<file path="config.mk">
export PLATFORM = sky130hd
export DESIGN_NAME = regfile_wr_arbiter
export DESIGN_NICKNAME = d
export VERILOG_FILES = /design/src/rtl/regfile_wr_arbiter.sv
export SDC_FILE = /design/constraint.sdc
export NUM_CORES = 1
export LEC_CHECK = 0
export BUFFER_PORTS_ARGS = -buffer_cell sky130_fd_sc_hd__buf_2
export CORE_MARGIN = 8
export CORE_UTILIZATION = 50
export CTS_BUF_LIST = sky130_fd_sc_hd__clkbuf_2
export DETAILED_ROUTE_END_ITERATION = 10
export HOLD_SLACK_MARGIN = 0.05
export PLACE_DENSITY = 0.8
export SETUP_SLACK_MARGIN = 0.4
export SLEW_MARGIN = 20
export SYNTH_ARGS = -nofsm -noshare
export SYNTH_HDL_FRONTEND = slang
export SYNTH_SLANG_ARGS = --single-unit
</file>
<file path="constraint.sdc">
create_clock -name clk_50 -period 3.8 [get_ports clk_50]
set_clock_uncertainty 0.2 [all_clocks]
set_input_delay 0.38 -clock clk_50 [delete_from_list [all_inputs] [get_ports clk_50]]
set_output_delay 0.38 -clock clk_50 [all_outputs]
set_load 0.1 [all_outputs]
</file>
<file path="src/rtl/regfile_wr_arbiter.sv">
// Write-port arbiter for the ID-stage register file. It covers the boot/re-init sweep,
// writeback-first arbitration, and a small NPU result FIFO with WAW kill and RAW detect.
module regfile_wr_arbiter #(
   parameter int NPU_DEPTH = 2
) (
   input  logic        clk_50,
   input  logic        rst,
   input  logic        init_req,
   output logic [4:0]  init_addr,
   input  logic [31:0] init_data,
   input  logic        wb_we,
   input  logic [4:0]  wb_wr,
   input  logic [31:0] wb_wd,
   input  logic        npu_valid,
   input  logic [4:0]  npu_wr,
   input  logic [31:0] npu_wd,
   output logic        npu_ready,
   input  logic [4:0]  rs1,
   input  logic [4:0]  rs2,
   output logic        npu_raw,
   output logic [4:0]  WR,
   output logic [31:0] WD,
   output logic        RegWrite,
   output logic        stall,
   output logic        init_done
);

   localparam int PW = (NPU_DEPTH > 1) ? $clog2(NPU_DEPTH) : 1;
   localparam int CW = $clog2(NPU_DEPTH + 1);
   localparam logic [PW-1:0] LAST_PTR = PW'(NPU_DEPTH - 1);
   localparam logic [CW-1:0] DEPTH_C  = CW'(NPU_DEPTH);

   localparam logic [1:0] ST_INIT  = 2'd0;
   localparam logic [1:0] ST_RUN   = 2'd1;
   localparam logic [1:0] ST_DRAIN = 2'd2;

   logic [1:0]           state_q, state_d;
   logic [4:0]           cnt_q, cnt_d;
   logic [PW-1:0]        head_q, head_d;
   logic [PW-1:0]        tail_q, tail_d;
   logic [CW-1:0]        count_q, count_d;
   logic [NPU_DEPTH-1:0] live_q, live_d;
   logic [4:0]           ent_wr_q [NPU_DEPTH];
   logic [31:0]          ent_wd_q [NPU_DEPTH];

   logic port_on;
   logic fifo_empty;
   logic fifo_full;
   logic wb_act;
   logic head_live;
   logic pop;
   logic push;
   logic enq;

   function automatic logic [PW-1:0] ptr_inc(input logic [PW-1:0] p);
      return (p == LAST_PTR) ? '0 : p + PW'(1);
   endfunction

   // A killed head leaves regardless of WB; a live head only takes an idle slot.
   always_comb begin
      port_on    = (state_q == ST_RUN) || (state_q == ST_DRAIN);
      fifo_empty = (count_q == '0);
      fifo_full  = (count_q >= DEPTH_C);
      wb_act     = port_on && wb_we && (wb_wr != 5'd0);
      head_live  = !fifo_empty && live_q[head_q];
      pop        = port_on && !fifo_empty && (!wb_act || !live_q[head_q]);
      npu_ready  = (state_q == ST_RUN) && !fifo_full;
      push       = npu_valid && npu_ready;
      enq        = push && (npu_wr != 5'd0);
   end

   always_comb begin
      RegWrite = 1'b0;
      WR       = 5'd0;
      WD       = 32'd0;
      if (state_q == ST_INIT) begin
         RegWrite = 1'b1;
         WR       = cnt_q;
         WD       = (cnt_q == 5'd0) ? 32'd0 : init_data;
      end else if (wb_act) begin
         RegWrite = 1'b1;
         WR       = wb_wr;
         WD       = wb_wd;
      end else if (head_live) begin
         RegWrite = 1'b1;
         WR       = ent_wr_q[head_q];
         WD       = ent_wd_q[head_q];
      end
   end

   always_comb begin
      init_addr = cnt_q;
      stall     = (state_q != ST_RUN);
      init_done = (state_q == ST_RUN);
   end

   // Entries pushed this cycle are not yet visible to the hazard check.
   always_comb begin
      npu_raw = 1'b0;
      if (state_q == ST_RUN) begin
         for (int i = 0; i < NPU_DEPTH; i++) begin
            if (live_q[i] && (ent_wr_q[i] != 5'd0) &&
                ((ent_wr_q[i] == rs1) || (ent_wr_q[i] == rs2))) begin
               npu_raw = 1'b1;
            end
         end
      end
   end

   // WB is program-order newer, so it invalidates older queued results for the same register.
   always_comb begin
      head_d  = head_q;
      tail_d  = tail_q;
      count_d = count_q;
      live_d  = live_q;
      for (int i = 0; i < NPU_DEPTH; i++) begin
         if (wb_act && live_q[i] && (ent_wr_q[i] == wb_wr)) begin
            live_d[i] = 1'b0;
         end
      end
      if (pop) begin
         live_d[head_q] = 1'b0;
         head_d         = ptr_inc(head_q);
      end
      if (enq) begin
         live_d[tail_q] = 1'b1;
         tail_d         = ptr_inc(tail_q);
      end
      case ({enq, pop})
         2'b10:   count_d = count_q + CW'(1);
         2'b01:   count_d = count_q - CW'(1);
         default: count_d = count_q;
      endcase
   end

   always_comb begin
      state_d = state_q;
      cnt_d   = cnt_q;
      case (state_q)
         ST_INIT: begin
            cnt_d = cnt_q + 5'd1;
            if (cnt_q == 5'd31) begin
               state_d = ST_RUN;
               cnt_d   = 5'd0;
            end
         end
         ST_RUN: begin
            if (init_req) begin
               state_d = ST_DRAIN;
            end
         end
         ST_DRAIN: begin
            if (fifo_empty && !wb_we) begin
               state_d = ST_INIT;
               cnt_d   = 5'd0;
            end
         end
         default: begin
            state_d = ST_INIT;
            cnt_d   = 5'd0;
         end
      endcase
   end

   always_ff @(posedge clk_50) begin
      if (!rst) begin
         state_q <= ST_INIT;
         cnt_q   <= 5'd0;
         head_q  <= '0;
         tail_q  <= '0;
         count_q <= '0;
         live_q  <= '0;
      end else begin
         state_q <= state_d;
         cnt_q   <= cnt_d;
         head_q  <= head_d;
         tail_q  <= tail_d;
         count_q <= count_d;
         live_q  <= live_d;
      end
   end

   always_ff @(posedge clk_50) begin
      if (enq) begin
         ent_wr_q[tail_q] <= npu_wr;
         ent_wd_q[tail_q] <= npu_wd;
      end
   end

endmodule

</file>
==> results of run 1 <==
## synthesized netlist by cell type, drive strengths merged
master	n
and2	4
inv	12
a21boi	9
nor3	39
o41ai	2
a221oi	2
edfxtp	74
clkbuf	15
o31ai	1
or3	3
a22oi	2
nand2	40
xor2	24
nor2b	4
mux2	3
nand3	6
a31oi	3
o211ai	4
o21ai	39
xnor2	8
ha	8
buf	8
dfxtp	14
nor2	13
a21oi	5
a22o	1
or4	6
a311oi	2
o22ai	1
nand2b	2
nand4b	1
mux2i	69
a211oi	1
and3	2
## sequential cells by signal, summed over array words and instances, names as in the netlist, named ones only
register   flops
count_q        2
live_q         2
tail_q         1
head_q         1
init_addr      5
state_q        2
ent_wr_q      10
ent_wd_q      64
## power breakdown
group	switching, mW	internal, mW	total (mW)
clock	0.324	0.158	0.482
combinational	0.415	0.154	0.569
sequential	0.00341	1.05	1.05
total	0.743	1.36	2.10
## per-stage QoR
| stage | instance area, µm² | std cells | total power, mW | utilization, % | hold slack [ps] |
|---|---|---|---|---|---|
| 2_1_floorplan | 4940 | 427 | 1.45 | - | 235 |
| 3_3_place_gp | 5910 | 705 | 1.57 | 63.7 | 242 |
| 3_5_place_dp | 5930 | 706 | 1.58 | 63.9 | 255 |
| 4_1_cts | 6450 | 760 | 2.08 | 69.4 | 77.3 |
| 5_1_grt | 6580 | 772 | 2.17 | 70.9 | 93.4 |
| 6_report | 6580 | 772 | 2.10 | 70.9 | 109 |
## final timing paths
check | from | endpoint | cells after the start | slack [ps]
setup / recovery | state_q[0] | WD[23] | 8 | 530
hold / removal | npu_valid | tail_q | 4 | 110
setup reg to reg | state_q[1] | ent_wd_q[0][17] | 6 | 1240
hold reg to reg | tail_q | tail_q | 2 | 280
## worst reg2reg max path, delay by kind of cell (launching register included)
family          cells  cell delay (ps)
flops               1              370
compound gates      1              180
simple gates        2              430
buf+inv             2              760
fa+ha+maj           1              260
## layout make-up
class                      instances  area [µm²]  share of cell area (%)
sequential                        88        2510                    38.1
multi-input combinational        305        2340                    35.5
timing repair buffer             220        1410                    21.4
tap                              129         161                    2.45
clock inverter                     6        68.8                    1.05
clock buffer                      10        50.0                   0.760
inverter                          12        45.0                   0.684
antenna                            2        5.00                  0.0760
## what timing repair did
action                                 CTS  global route
gates cloned                             0             1
resized for setup                        7            18
pin swaps                                1             1
setup endpoints to repair               10            33
endpoints found under the hold margin   87             0
hold buffers                            38             0
setup buffers                            0             9
## layer usage
layer | wire length [µm] | vias to the layer above | GRT usage [%]
li1 | - | 2008 | -
met1 | 5420 | 2007 | 22.9
met2 | 7450 | 164 | 38.5
met3 | 1070 | 28 | 4.97
met4 | 340 | 0 | 8.07
met5 | 0 | - | 0
## cells by family after synthesis
kind of cell             after synthesis
XOR/XNOR                              32
multiplexers                          72
AO/OA/AOI/OAI                         72
AND/OR/NAND/NOR                      120
buffers and inverters                 35
adder cells (fa/ha/maj)                8
flip-flops                            88
==> results.py, run 1 <==
metrics = {
    "outcome": {
        "outcome": "completed",
    },
    "clock_network": {
        "clk_latency_ps": 510,
        "cts_max_level": 3,
        "tritoncts": "yes",
        "clockRootBuffer": "clkbuf_2",
        "clk_pin_slew_ps": 210,
        "clk_path_buf_depth": 2,
        "cts.sinks": 88,
        "cts_buffers": 9,
    },
    "timing": {
        "hold_violations": 0,
        "final.min_clock_period_ps": 3270,
        "tightest_slew_ps": 879,
        "rsz0062_at_grt": "true",
        "finalMaxSlewViolations": 0,
        "finalSetupTns_ps": 0,
        "setup_violations": 0,
        "worst_slew_margin_rel_pct": 41.3,
        "fmax_mhz": 306,
        "worst_slack_ps": 534,
        "fin_crit_sh_pct": 86.0,
    },
    "place": {
        "place_hpwl_um": 9430,
        "finalWeightedCongestion": 0.855,
        "portBuffers": 167,
        "pre_cts_ws_ps": 613,
    },
    "layout": {
        "final_common_cell": "buf_2",
        "area_growth_pct": 37.4,
        "layout_common_cells": "buf_2 (144), edfxtp_1 (74), mux2i_1 (68)",
        "drive_above_1_share_pct": 38.7,
        "nets": 765,
        "fillCellCount": 706,
    },
    "synth": {
        "synth_top_family_by_area": "multiplexers",
        "synth_fa_ha_area_share_pct": 2.09,
        "yosysTopAreaCell": "edfxtp_1",
        "synth_compound_area_share_pct": 9.25,
        "syn_area_mm2": 0.00479,
        "syn_nets": 556,
        "synthTopCellsByArea": "edfxtp_1 (46%), mux2i_1 (14%), dfxtp_1 (5.9%)",
        "synth_warnings": 0,
        "synth.top_cell.area_share_pct": 46.4,
        "syn-instance-count": 427,
        "synth_area_per_cell_um2": 11.2,
        "ys_seq_elements": 88,
        "synth_simple_gate_area_share_pct": 12.0,
        "synthMuxAreaShare_pct": 15.1,
        "yosys.area_share.xor_xnor_pct": 5.85,
        "synth_cell_types": 43,
        "seq_area_frac_synth_pct": 52.2,
    },
    "route": {
        "vias_per_cell": 5.45,
        "firstDrtPassIters": 4,
        "drt_iter0_markers": 239,
        "vias": 4207,
        "drt_wl_total_um": 14300,
        "final_antenna_net_count": 0,
        "post_drt_wl_per_cell_um": 18.5,
        "post-route-drc-count": 0,
    },
    "setup_path": {
        "cp_slowest_cell": "dfxtp_1",
        "cp_cell_sequence": "inv_1 > ha_2 > and2_1 > o21ai_4 > buf_12 > mux2i_1 > o21ai_2 > clkbuf_4",
        "crit_buf_inv": 3,
        "max_stage_delay_ps": 440,
        "crit_path_start_kind": "flop",
        "path_delay_family": "buffers and inverters",
        "worst-endpoint-arrival_ps": 2690,
        "cp-end-kind": "primary output",
        "worstPathMaxFanout": 24,
        "critical_path_class": "reg -> out",
        "cp.required_ps": 3220,
    },
    "floorplan": {
        "fp.dieW_um": 114,
        "initial_core_util_pct": 51.6,
        "std_cell_rows": 35,
        "die-area_mm2": 0.0130,
        "core_mm2": 0.00928,
        "die-height_um": 114,
        "ioPinCount": 168,
    },
    "global_route": {
        "grt_antenna_before_repair": 2,
        "grt_pass1_wl_um": 21700,
        "track_usage_pct": 21.0,
        "overflow": 0,
        "grt_start_max_net_pins": 46,
        "grt_pass1_vias": 4543,
    },
    "pwr": {
        "power_density_mw_per_mm2": 319,
        "peakVddDrop_v": 0.000238,
        "p_leak_nw": 2.71,
    },
    "worst_hold_path": {
        "hp-class": "in -> reg",
    },
    "run": {
        "drv_cap": 0,
    },
}
No activity file was read; power rests on OpenSTA's default activity.
==> inputs of run 2 (changes only) <==
--- a/config.mk
+++ b/config.mk
@@ -5,13 +5,14 @@
 export SDC_FILE = /design/constraint.sdc
 export NUM_CORES = 1
 export LEC_CHECK = 0
+export ABC_AREA = 1
 export BUFFER_PORTS_ARGS = -buffer_cell sky130_fd_sc_hd__buf_2
 export CORE_MARGIN = 8
 export CORE_UTILIZATION = 50
 export CTS_BUF_LIST = sky130_fd_sc_hd__clkbuf_2
 export DETAILED_ROUTE_END_ITERATION = 10
 export HOLD_SLACK_MARGIN = 0.05
-export PLACE_DENSITY = 0.8
+export PLACE_DENSITY = 0.79
 export SETUP_SLACK_MARGIN = 0.4
 export SLEW_MARGIN = 20
 export SYNTH_ARGS = -nofsm -noshare
==> constraint.sdc (replaced) <==
create_clock -name clk_50 -period 3.8 [get_ports clk_50]
set_clock_uncertainty 0.2 [all_clocks]
set_input_delay 0.38 -clock clk_50 [delete_from_list [all_inputs] [get_ports clk_50]]
set_output_delay 0.38 -clock clk_50 [all_outputs]
set_load 0.02 [all_outputs]
==> results.py, run 2 <==
metrics = {
    "outcome": {
        "outcome": "completed",
    },
    "place": {
        "finalWeightedCongestion": 0.920,
        "portBuffers": 167,
        "place_area_mm2": 0.00590,
        "place_hpwl_um": 10100,
        "pre_cts_ws_ps": 765,
    },
    "synth": {
        "ys_seq_elements": 88,
        "seq_area_frac_synth_pct": 49.6,
        "synth_compound_area_share_pct": 15.8,
        "yosysTopAreaCell": "edfxtp_1",
        "synth_cell_types": 36,
        "synth_top_family_by_area": "simple AND/OR/NAND/NOR gates",
        "yosys.cell_count.top_type": "nand2_1",
        "synthTopCellsByArea": "edfxtp_1 (44%), nand2_1 (10%), dfxtp_1 (5.6%)",
        "synth_simple_gate_area_share_pct": 22.5,
        "synth.top_cell.area_share_pct": 44.1,
        "yosys.area_share.xor_xnor_pct": 3.13,
        "synth_commonest_cells": "nand2_1 (136), edfxtp_1 (74), nor2_1 (54)",
        "synthMuxAreaShare_pct": 0,
        "synth_warnings": 0,
        "syn-instance-count": 572,
        "synth_edf_count": 74,
        "yosys_most_used_dff": "edfxtp_1",
        "syn_area_mm2": 0.00504,
        "synth_area_per_cell_um2": 8.81,
        "synth_fa_ha_area_share_pct": 1.99,
        "syn_nets": 701,
        "ys_async_sr_fraction_pct": 0,
    },
    "setup_path": {
        "worst-endpoint-arrival_ps": 2600,
        "cp.required_ps": 3220,
        "cp-end-kind": "primary output",
        "worstPathMaxFanout": 45,
        "crit_path_start_kind": "flop",
        "critical_path_class": "reg -> out",
    },
    "route": {
        "vias_per_cell": 5.13,
        "vias": 4678,
        "final_antenna_net_count": 0,
        "routed.top_layer": "met4",
        "drt_wl_total_um": 14300,
        "met3_length_um": 1040,
        "dr_wl_met2_um": 7430,
        "post_drt_wl_per_cell_um": 15.7,
        "wl_met1_um": 5660,
        "drt_iter0_markers": 295,
        "firstDrtPassIters": 5,
        "post-route-drc-count": 0,
    },
    "floorplan": {
        "die-area_mm2": 0.0136,
        "ioPinCount": 168,
        "core_mm2": 0.00977,
        "die-height_um": 116,
        "std_cell_rows": 36,
        "fp.dieW_um": 116,
        "initial_core_util_pct": 51.6,
    },
    "timing": {
        "hold-worst-slack_ps": 88.2,
        "worst_slack_ps": 622,
        "rsz0062_at_grt": "false",
        "finalMaxSlewViolations": 0,
        "tightest_slew_ps": 810,
        "fin_crit_sh_pct": 83.6,
        "hold_violations": 0,
        "fmax_mhz": 315,
        "worst_slew_margin_rel_pct": 45.9,
        "setup_violations": 0,
        "final.min_clock_period_ps": 3180,
        "finalSetupTns_ps": 0,
    },
    "layout": {
        "diodes": 0,
        "layout_common_cells": "buf_2 (167), nand2_1 (136), edfxtp_1 (74)",
        "final_common_cell": "buf_2",
        "drive_above_1_share_pct": 32.0,
        "fin_area_mm2": 0.00646,
        "largest_register_ffs": 64,
        "area_growth_pct": 28.2,
        "nets": 903,
        "top_register": "ent_wd_q",
    },
    "pwr": {
        "swShare_pct": 47.1,
        "p_int_mw": 1.92,
        "peakVddDrop_v": 0.000440,
        "power_frac_clock_pct": 11.7,
        "p_leak_nw": 2.74,
        "power_density_mw_per_mm2": 563,
        "p_total_mw": 3.64,
        "p_sw_mw": 1.71,
        "power_frac_comb_pct": 55.2,
        "p_seq_share_pct": 33.2,
    },
    "clock_network": {
        "cts.sinks": 88,
        "cts_buffers": 9,
        "clk_pin_slew_ps": 240,
        "clk_path_buf_depth": 2,
        "clockRootBuffer": "clkbuf_2",
        "cts_max_level": 3,
        "clk_latency_ps": 510,
        "tritoncts": "yes",
    },
    "global_route": {
        "overflow": 0,
        "grt_start_max_net_pins": 46,
        "grt_antenna_before_repair": 0,
        "track_usage_pct": 20.9,
        "grt_pass1_wl_um": 22100,
        "grt_pass1_vias": 4654,
    },
    "run": {
        "drv_cap": 0,
    },
    "worst_hold_path": {
        "hp-class": "in -> reg",
    },
}
## run 2: cell count changes after synthesis, moves of 20 or more
cell     change
inv_1       +29
mux2i_1     -69
nand2_1     +96
nor2_1      +41
nor3_1      -36
o21ai_0     +34
o21ai_2     +28
xor2_1      -20
## run 2: kinds of logic (layout without fill, tap and decap cells)
kind of cell | Yosys count | after routing
buf+inv | 68 | 274
compound gates | 129 | 130
simple gates | 261 | 261
xor+xnor | 18 | 18
fa+ha+maj | 8 | 8
flops | 88 | 88
## run 2: path summary, 6_finish.rpt
check | slack [ps] | startpoint | to | depth (start not counted)
max | 620 | state_q[1] | WD[22] | 8
min | 90 | init_req | state_q[1] | 4
max reg2reg | 1210 | state_q[1] | ent_wd_q[0][5] | 9
min reg2reg | 290 | tail_q | tail_q | 2
## run 2: power groups by stage
| stage | Sequential, mW | Clock [mW] | Combinational [mW] |
|---|---|---|---|
| 6_report | 1.21 | 0.424 | 2.01 |
| 5_1_grt | 1.21 | 0.474 | 2.20 |
| 4_1_cts | 1.20 | 0.435 | 1.94 |
| 3_5_place_dp | 1.23 | 0 | 1.86 |
| 3_3_place_gp | 1.22 | 0 | 1.81 |
| 2_1_floorplan | 1.23 | 0 | 1.40 |
## run 2: per-stage QoR
stage,utilization (%),instances
global route,66.1,912
detailed placement,60.3,852
global placement,60.3,852
floorplan,-,572
finish,66.1,912
CTS,65.5,907
## run 2: layout make-up
cell class	count	area (µm²)
multi-input combinational	417	2230
tap	133	166
clock buffer	10	50.0
clock inverter	6	50.0
inverter	44	168
timing repair buffer	214	1300
fill	817	3310
sequential	88	2500
## run 2: per-layer routing
layer	up-vias	track usage, %
li1	2316	-
met1	2169	24.4
met2	178	37.6
met3	15	3.62
met4	0	7.69
met5	-	0
## run 2: repair_timing
action | 4_1_cts | 5_1_grt
buffers inserted | 0 | 4
hold buffers | 38 | 1
cloned | 1 | 0
gates resized for setup | 2 | 2
endpoints found under the hold margin | 85 | 1
setup endpoints to repair | 35 | 32
## run 2: worst max-delay path: stages (launching register included)
cell     delay, ps
dfxtp_1        380
inv_1          120
ha_1           350
inv_2          380
a31oi_4        300
buf_4          190
nand2_1         90
o21ai_2         70
buf_2          180
